$ cat config.mk
export PLATFORM = sky130hd
export DESIGN_NAME = usb_fs_tx
export DESIGN_NICKNAME = d
export VERILOG_FILES = /design/src/rtl/usb_fs_tx.sv
export SDC_FILE = /design/constraint.sdc
export NUM_CORES = 1
export LEC_CHECK = 0
export CAP_MARGIN = 10
export CORE_MARGIN = 3
export CORE_UTILIZATION = 52
export DETAILED_ROUTE_END_ITERATION = 6
export DONT_BUFFER_PORTS = 1
export PLACE_DENSITY = 0.81
export RECOVER_POWER = 100
export SETUP_SLACK_MARGIN = 0.1
export SLEW_MARGIN = 20
export SYNTH_ARGS = -nofsm -noshare
export SYNTH_HDL_FRONTEND = slang
export SYNTH_SLANG_ARGS = --single-unit
$ cat constraint.sdc
create_clock -name clk48 -period 2.5 [get_ports clk48]
set_clock_uncertainty 0.2 [all_clocks]
set_input_delay 0.5 -clock clk48 [delete_from_list [all_inputs] [get_ports clk48]]
set_output_delay 0.5 -clock clk48 [all_outputs]
set_load 0.05 [all_outputs]
$ cat src/rtl/usb_fs_tx.sv
// ---------------------------------------------------------------------------
// UsbFsTx : USB full-speed packet transmitter (SYNC, NRZI, bit stuffing, EOP)
//
// Parameters
//   CLK_PER_BIT : clk48 cycles per full-speed bit (48 MHz / 12 Mbps = 4)
//
// Ports
//   clk48    in   system clock
//   rst_n    in   asynchronous active-low reset
//   tx_valid in   a packet byte is offered on tx_data
//   tx_data  in   packet byte (PID first), sent LSB first
//   tx_last  in   tx_data is the final byte of the packet
//   tx_ready out  one-cycle pulse; tx_data/tx_last are taken at the edge
//                 that ends this cycle when tx_valid is high
//   usb_dp   out  D+ drive value
//   usb_dn   out  D- drive value
//   usb_oe   out  pad output enable
//   busy     out  high from packet start until usb_oe falls
//   underrun out  one-cycle pulse when a non-last byte is missing at its
//                 tx_ready cycle; it is registered at the edge that ends
//                 the starved tx_ready cycle, so it coincides with the
//                 first SE0 cycle
// ---------------------------------------------------------------------------
module usb_fs_tx #(
    parameter int CLK_PER_BIT = 4
) (
    input  logic       clk48,
    input  logic       rst_n,
    input  logic       tx_valid,
    input  logic [7:0] tx_data,
    input  logic       tx_last,
    output logic       tx_ready,
    output logic       usb_dp,
    output logic       usb_dn,
    output logic       usb_oe,
    output logic       busy,
    output logic       underrun
);

    localparam int PW = (CLK_PER_BIT > 1) ? $clog2(CLK_PER_BIT) : 1;
    localparam logic [PW-1:0] LAST_PHASE = PW'(CLK_PER_BIT - 1);

    typedef enum logic [2:0] {
        IDLE,
        SYNC,
        DATA,
        EOP_SE0,
        EOP_J
    } state_t;

    state_t        state_q, state_d;
    logic [PW-1:0] phase_q, phase_d;
    logic [2:0]    bitCnt_q, bitCnt_d;
    logic [2:0]    onesCnt_q, onesCnt_d;
    logic [6:0]    shift_q, shift_d;
    logic          lastByte_q, lastByte_d;
    logic          lineJ_q, lineJ_d;
    logic          dp_q, dp_d;
    logic          dn_q, dn_d;
    logic          oe_q, oe_d;
    logic          busy_q, busy_d;
    logic          txReady_q, txReady_d;
    logic          underrun_q, underrun_d;

    logic          lastPhase;
    logic          sendEn;
    logic          sendBit;
    logic          byteEnd;

    // Next-state logic. Every bit decision is made at the edge that ends the
    // current bit (lastPhase), so the new line level is registered directly.
    // bitCnt_q indexes the bit on the line; shift_q holds the bits of the
    // current byte that have not been sent yet, next one in bit 0.
    always_comb begin
        state_d    = state_q;
        phase_d    = phase_q;
        bitCnt_d   = bitCnt_q;
        onesCnt_d  = onesCnt_q;
        shift_d    = shift_q;
        lastByte_d = lastByte_q;
        lineJ_d    = lineJ_q;
        oe_d       = oe_q;
        busy_d     = busy_q;
        underrun_d = 1'b0;
        sendEn     = 1'b0;
        sendBit    = 1'b0;
        byteEnd    = 1'b0;

        lastPhase = (phase_q == LAST_PHASE);
        if (state_q != IDLE) begin
            phase_d = lastPhase ? '0 : phase_q + 1'b1;
        end

        case (state_q)
            IDLE: begin
                phase_d = '0;
                if (tx_valid) begin
                    // First SYNC bit is a 0: the line toggles from J to K.
                    state_d    = SYNC;
                    bitCnt_d   = 3'd0;
                    onesCnt_d  = 3'd0;
                    lastByte_d = 1'b0;
                    lineJ_d    = 1'b0;
                    oe_d       = 1'b1;
                    busy_d     = 1'b1;
                end
            end
            SYNC: begin
                if (lastPhase) begin
                    if (bitCnt_q != 3'd7) begin
                        bitCnt_d = bitCnt_q + 3'd1;
                        sendEn   = 1'b1;
                        sendBit  = (bitCnt_q == 3'd6);
                    end else begin
                        byteEnd = 1'b1;
                    end
                end
            end
            DATA: begin
                if (lastPhase) begin
                    if (onesCnt_q == 3'd6) begin
                        // Stuffed 0; the data position does not advance.
                        sendEn  = 1'b1;
                        sendBit = 1'b0;
                    end else if (bitCnt_q == 3'd7) begin
                        byteEnd = 1'b1;
                    end else begin
                        bitCnt_d = bitCnt_q + 3'd1;
                        sendEn   = 1'b1;
                        sendBit  = shift_q[0];
                        shift_d  = {1'b0, shift_q[6:1]};
                    end
                end
            end
            EOP_SE0: begin
                if (lastPhase) begin
                    if (bitCnt_q == 3'd1) begin
                        state_d  = EOP_J;
                        bitCnt_d = 3'd0;
                        lineJ_d  = 1'b1;
                    end else begin
                        bitCnt_d = bitCnt_q + 3'd1;
                    end
                end
            end
            EOP_J: begin
                if (lastPhase) begin
                    state_d = IDLE;
                    oe_d    = 1'b0;
                    busy_d  = 1'b0;
                    lineJ_d = 1'b1;
                end
            end
            default: begin
                state_d = IDLE;
            end
        endcase

        // A byte boundary either loads the offered byte or ends the packet.
        // txReady_q is low here only when the previous byte was the last one.
        if (byteEnd) begin
            bitCnt_d = 3'd0;
            if (txReady_q && tx_valid) begin
                state_d    = DATA;
                shift_d    = tx_data[7:1];
                lastByte_d = tx_last;
                sendEn     = 1'b1;
                sendBit    = tx_data[0];
            end else begin
                underrun_d = txReady_q;
                state_d    = EOP_SE0;
            end
        end

        // NRZI: a 0 toggles the line, a 1 holds it and extends the ones run.
        if (sendEn) begin
            onesCnt_d = sendBit ? onesCnt_q + 3'd1 : 3'd0;
            lineJ_d   = sendBit ? lineJ_q : ~lineJ_q;
        end

        dp_d = (state_d == EOP_SE0) ? 1'b0 : lineJ_d;
        dn_d = (state_d == EOP_SE0) ? 1'b0 : ~lineJ_d;

        // Ready is raised for the final cycle of the bit that precedes a
        // byte: last SYNC bit, bit 7 with no stuff pending, or that stuff bit.
        txReady_d = (phase_d == LAST_PHASE) &&
                    (((state_d == SYNC) && (bitCnt_d == 3'd7)) ||
                     ((state_d == DATA) && (bitCnt_d == 3'd7) &&
                      (onesCnt_d != 3'd6) && !lastByte_d));
    end

    // All state and outputs registered; reset leaves the line at J, undriven.
    always_ff @(posedge clk48 or negedge rst_n) begin
        if (!rst_n) begin
            state_q    <= IDLE;
            phase_q    <= '0;
            bitCnt_q   <= 3'd0;
            onesCnt_q  <= 3'd0;
            shift_q    <= 7'd0;
            lastByte_q <= 1'b0;
            lineJ_q    <= 1'b1;
            dp_q       <= 1'b1;
            dn_q       <= 1'b0;
            oe_q       <= 1'b0;
            busy_q     <= 1'b0;
            txReady_q  <= 1'b0;
            underrun_q <= 1'b0;
        end else begin
            state_q    <= state_d;
            phase_q    <= phase_d;
            bitCnt_q   <= bitCnt_d;
            onesCnt_q  <= onesCnt_d;
            shift_q    <= shift_d;
            lastByte_q <= lastByte_d;
            lineJ_q    <= lineJ_d;
            dp_q       <= dp_d;
            dn_q       <= dn_d;
            oe_q       <= oe_d;
            busy_q     <= busy_d;
            txReady_q  <= txReady_d;
            underrun_q <= underrun_d;
        end
    end

    assign tx_ready = txReady_q;
    assign usb_dp   = dp_q;
    assign usb_dn   = dn_q;
    assign usb_oe   = oe_q;
    assign busy     = busy_q;
    assign underrun = underrun_q;

endmodule

---- Word level (Yosys, flattened, before mapping) ----
Cells that the tools add are included.
W data, S select, Z words.
storage, ports and cells
  bits in registers ....................... 25
  input port bits ......................... 12
  word-level logic and storage cells ...... 118
operators by class
  add/subtract/negate cells ............... 3
  eq/ne operators ......................... 18
  muxes and demuxes ....................... 70
  bitwise logic cells ..................... 2
  reductions and logical operators ........ 13
operators by type and width
  cell                   number
  $mux W3                18
  $mux W7                6
  $mux W1                36
  $pmux W3 S4            2
  $eq A3 B3 Y1 const B   5
  $eq A3 B2 Y1 const B   4
  $eq A3 B1 Y1 const B   3
  $pmux W1 S2            4
  $add A3 B1 Y3 const B  2
  $logic_and A1 B1 Y1    6
  $mux W2                3
  $ne A3 B3 Y1 const B   2
  $eq A2 B2 Y1 const B   2
  $ne A2 B2 Y1 const B   2
  $logic_not A3 Y1       1
  $pmux W1 S3            1
  $reduce_and A3 Y1      1
  $reduce_bool A3 Y1     1
  $add A2 B1 Y2 const B  1
  $not A1 Y1             2
  $reduce_bool A2 Y1     1
  $reduce_or A2 Y1       1
  $logic_not A1 Y1       1
  $logic_or A1 B1 Y1     1

---- Longest topological paths before layout ----
  depth after elaboration ................. 14
  depth in mapped cells ................... 9

---- Worst setup path after synthesis ----
OpenSTA, ideal clock, no wires.
  path kind ............................... flip-flop to flip-flop
  from .................................... reg bitCnt_q[1]
  to ...................................... reg txReady_q (netlist: tx_ready)
  data arrival time ....................... 2.253 ns
  path slack .............................. -0.064 ns
  stages on the path, launching flop included .. 10
  period minus slack after synthesis ...... 2.564 ns
  cells stage by stage .................... dfrtp_1 ha_1 ha_1 clkbuf_2 nand3b_1 a2111o_2 nand3_1 nand2_1 a211o_1 a2111oi_2
RTL lines
  element                   RTL line  RTL
  start: declaration        53        logic [2:0] bitCnt_q, bitCnt_d;
  start signal: assignment  211       bitCnt_q <= bitCnt_d;
  $eq A3 B3 Y1              125       end else if (bitCnt_q == 3'd7) begin
  $mux W1                   125
  $mux W1                   121       if (onesCnt_q == 3'd6) begin
  $mux W1                   120       if (lastPhase) begin
  $pmux W1 S2 (*)           94        case (state_q)
  $mux W1 (*)               161       if (byteEnd) begin
  named net lastByte_d      56        logic lastByte_q, lastByte_d;
  $logic_not A1 Y1 (*)      189       (onesCnt_d != 3'd6) && !lastByte_d));
  $logic_and A1 B1 Y1 (*)   189
  $logic_or A1 B1 Y1 (*)    187       (((state_d == SYNC) && (bitCnt_d == 3'd7)) ||
  $logic_and A1 B1 Y1 (*)   186       txReady_d = (phase_d == LAST_PHASE) &&
  named net txReady_d       62        logic txReady_q, txReady_d;
  end signal: assignment    220       txReady_q <= txReady_d;
  end: declaration          62
Mark *: on every way through the listed nets, which the timed path passes. The rest lies on a longest branch.
A chain may end at the register's enable or synchronous reset.

---- Final worst setup path ----
  from .................................... reg state_q[2]
  to ...................................... reg txReady_q (netlist: tx_ready)
between the ends
  word-level cells in the longest chain between the ends .. 11
RTL lines
  element                                       RTL line  RTL
  start: declaration                            51        state_t state_q, state_d;
  start signal: assignment                      209       state_q <= state_d;
  $eq A3 B2 Y1 or $eq A3 B1 Y1 (tied branches)  94
  $pmux W1 S2                                   94
  $mux W1                                       163       if (txReady_q && tx_valid) begin
  $mux W1                                       161
  $mux W3                                       177       onesCnt_d = sendBit ? onesCnt_q + 3'd1 : 3'd0;
  $mux W3 (*)                                   176       if (sendEn) begin
  named net onesCnt_d[2]                        54        logic [2:0] onesCnt_q, onesCnt_d;
  $ne A3 B3 Y1 (*)                              189
  $logic_and A1 B1 Y1 (*)                       188       ((state_d == DATA) && (bitCnt_d == 3'd7) &&
  $logic_and A1 B1 Y1 (*)                       189
  $logic_or A1 B1 Y1 (*)                        187
  $logic_and A1 B1 Y1 (*)                       186
  named net txReady_d                           62
Marked as above.

==> flow_summary_export.csv <==
group,metric,value,unit
cts,clk_path_buf_depth,2,
grt,grt_pass1_wl,6.66,mm
synthesis,ys_ff_latch,25,
pwr,total_power,1.96,mW
routing,drtAntennaViolNets,0,
synthesis,synth.net_count,198,
grt,grt_pass1_vias,1478,
floorplanning,dieArea,0.00386,mm^2
routing,wl_per_cell,15.5,um
timing,rsz0062_at_grt,"yes",
final_layout,area_delta_synth_final,25.9,%
routing,drtIter0Drc,74,
cts,numCtsBuffers,3,
worst_setup_path,crit_start,"state_q[2]",
grt,grt_usage,20.9,%
placement,gp_congestion,0.902,
timing,slew_headroom,14.8,%
placement,dp_hpwl,2.96,mm
synthesis,synth-simple-area-share,23.5,%
placement,port_buffers,0,
synthesis,yosysUniqueCellTypes,54,
worst_setup_path,crit_type,"register to register",
cts,clk_pin_slew,0.14,ns
worst_setup_path,path_common_cell,"buf_4",
grt,overflow,0,
timing,fin_crit,2.50,ns
worst_setup_path,rr_startpoint,"state_q[2]",
worst_setup_path,cp_cell_sequence,"buf_4, nand2b_1, buf_4, nor2_4, a21boi_2, a22o_1, a211o_1, a2111oi_2",
floorplanning,io-pin-count,18,
final_layout,layout.nets,232,
floorplanning,die_height,62.1,um
cts,ctsRootBufferMaster,"clkbuf_4",
synthesis,yosysWarnings,0,
grt,antenna_found_initial,0,
cts,cts_tree,"yes",
synthesis,synthArstFlopShare,100,%
pwr,ir_worst_vdd,0.920,mV
final_layout,diodes,0,
floorplanning,start_util,57.0,%
synthesis,synth_top_family_by_area,"simple AND/OR/NAND/NOR gates",
final_layout,drive_gt1_share,31.4,%
pwr,p_per_area,948,mW/mm^2
routing,viasPerCell,5.77,
worst_setup_path,cp.required,2.52,ns
routing,wl,3.90,mm
grt,grt_max_degree,26,
routing,dr.pass1.iters,4,
worst_setup_path,end_kind,"register",
synthesis,yosys.area_share.adder,6.87,%
timing,maxSlewViolCount,0,
synthesis,syn_area,0.00164,mm^2
synthesis,synth.top_cells.by_area,"dfrtp_1 (35%), ha_1 (6.9%), a21oi_1 (4.9%)",
synthesis,synth_compound_area_share,20.4,%
synthesis,synth_cells,177,
floorplanning,core_area,0.00288,mm^2
worst_setup_path,path_max_fanout,10,
hold_path,holdCritStartpoint,"tx_valid",
final_layout,fill_cells,198,
synthesis,synth_edf_count,0,
worst_setup_path,critPathLaunchType,"register",
timing,fmaxAchievable,0.401,GHz
timing,setup_viol,0,
floorplanning,die_x,62.1,um
hold_path,min_path_type,"primary input to register",
floorplanning,rows,19,
final_layout,most-common-layout-cells,"buf_4 (33), dfrtp_1 (20), nand2_1 (19)",
synthesis,synth-seq-area-share,38.3,%
cts,htreeDepth,1,
synthesis,muxShareOfSynthArea,3.66,%
worst_setup_path,path_delay_family,"compound AO/OA/AOI/OAI gates",
worst_setup_path,crit_path_max_incr_delay,0.54,ns
cts,insertion_delay,0.32,ns
timing,finalCritPeriodShare,99.9,%
routing,vias,1453,
synthesis,synth_top_area_share,35.1,%
worst_setup_path,cp.arrival,2.52,ns
pwr,p_leak,0.857,nW
synthesis,syn_avg_cell_area,9.26,um^2
timing,timing_hold_violations_final,0,
final_layout,final_common_cell,"buf_4",
run_status,outcome,"complete, no violations",
cts,clock_sink_count,25,
worst_setup_path,cp_slowest_cell,"dfrtp_1",
timing,tightestPinTransition,1.28,ns
worst_setup_path,cp_num_buf_inv,2,
synthesis,synth-xor-area-share,1.53,%
run,maxCapViolCount,0,
synthesis,synth_top_area_cell,"dfrtp_1",
synthesis,synth-main-ff-cell,"dfrtp_1",
timing,whs,0.0301,ns
routing,drc_errors,0,
flip-flops by register name, indices dropped and copies added, names as in the netlist:
name        flops
shift_q         7
lineJ_q         1
busy            1
usb_dp          1
usb_dn          1
state_q         3
tx_ready        1
bitCnt_q        3
onesCnt_q       3
lastByte_q      1
underrun        1
phase_q         2
cells in the mapped netlist (2+ instances only):
library cell   n
ha_1           9
a211oi_1       2
nand3b_1       3
dfrtp_1       23
inv_1         11
and2b_1        3
dfstp_2        2
a211o_1        2
nand2b_1       2
buf_4          3
nor2b_1        3
o21ai_0        4
a21oi_1       16
nor2_1        14
a21boi_1       2
buf_2          2
mux2i_1        6
nand2_1       19
nor3_1         8
o211ai_1       4
a2111oi_2      2
nand3_1        5
layout make-up:
cell class              count  area (um^2)  share of cell area [%]
well taps                  42         52.6                    2.55
inverters                  11         41.3                    2.00
flip-flops and latches     25          632                    30.6
clock inverters             1         7.51                   0.364
repair buffers             37          277                    13.4
clock buffers               3         22.5                    1.09
multi-input cells         133         1030                    50.0
final timing paths:
check | cells past startpoint | slack [ns] | end
setup / recovery | 8 | 0.004 | tx_ready
hold / removal | 1 | 0.03 | underrun
setup reg to reg | 8 | 0.004 | tx_ready
hold reg to reg | 2 | 0.35 | shift_q[6]
max in group asynchronous | 2 | 0.50 | state_q[0]
min in group asynchronous | 2 | 0.76 | bitCnt_q[0]
per-stage QoR:
stage	std cells	util (%)	cell area (um^2)	TNS [ns]	worst slack (ns)
2_1_floorplan	177	-	1670	0	0.114
3_5_place_dp	239	65.1	1870	-0.0332	-0.0332
4_1_cts	245	68.2	1960	0	0.000697
3_3_place_gp	239	65.1	1870	0	0.00391
5_1_grt	252	71.7	2060	-0.116	-0.116
6_report	252	71.7	2060	0	0.00359
routing by layer:
layer	track usage (%)	routed length [um]
met1	27.1	1730
met2	35.5	1930
met3	1.44	146
met4	10.2	85
met5	0	0
power breakdown:
part / leakage, nW / total, mW / internal, mW / switching, mW
Sequential: 0.278 / 0.634 / 0.498 / 0.137
Clock: 0.0139 / 0.183 / 0.0611 / 0.122
Combinational: 0.564 / 1.14 / 0.551 / 0.587
Total: 0.857 / 1.96 / 1.11 / 0.846
cells by family (layout without fill, tap and decap cells):
logic type | count (synthesis) | count (layout)
buffers and inverters | 19 | 52
AND/OR/NAND/NOR | 71 | 71
adder cells (fa/ha/maj) | 9 | 9
XOR/XNOR | 2 | 2
flip-flops | 25 | 25
AO/OA/AOI/OAI | 45 | 45
multiplexers | 6 | 6
repair_timing:
| action | in CTS | in global routing |
|---|---|---|
| hold buffers | 1 | 1 |
| endpoints found under the setup margin | 3 | 5 |
| hold endpoints to repair | 25 | 23 |
| buffers inserted | 1 | 6 |
| gates cloned | 0 | 0 |
| pin swaps | 3 | 3 |
| resized for setup | 7 | 11 |
Note: power is estimated with default switching activity, not from simulation.
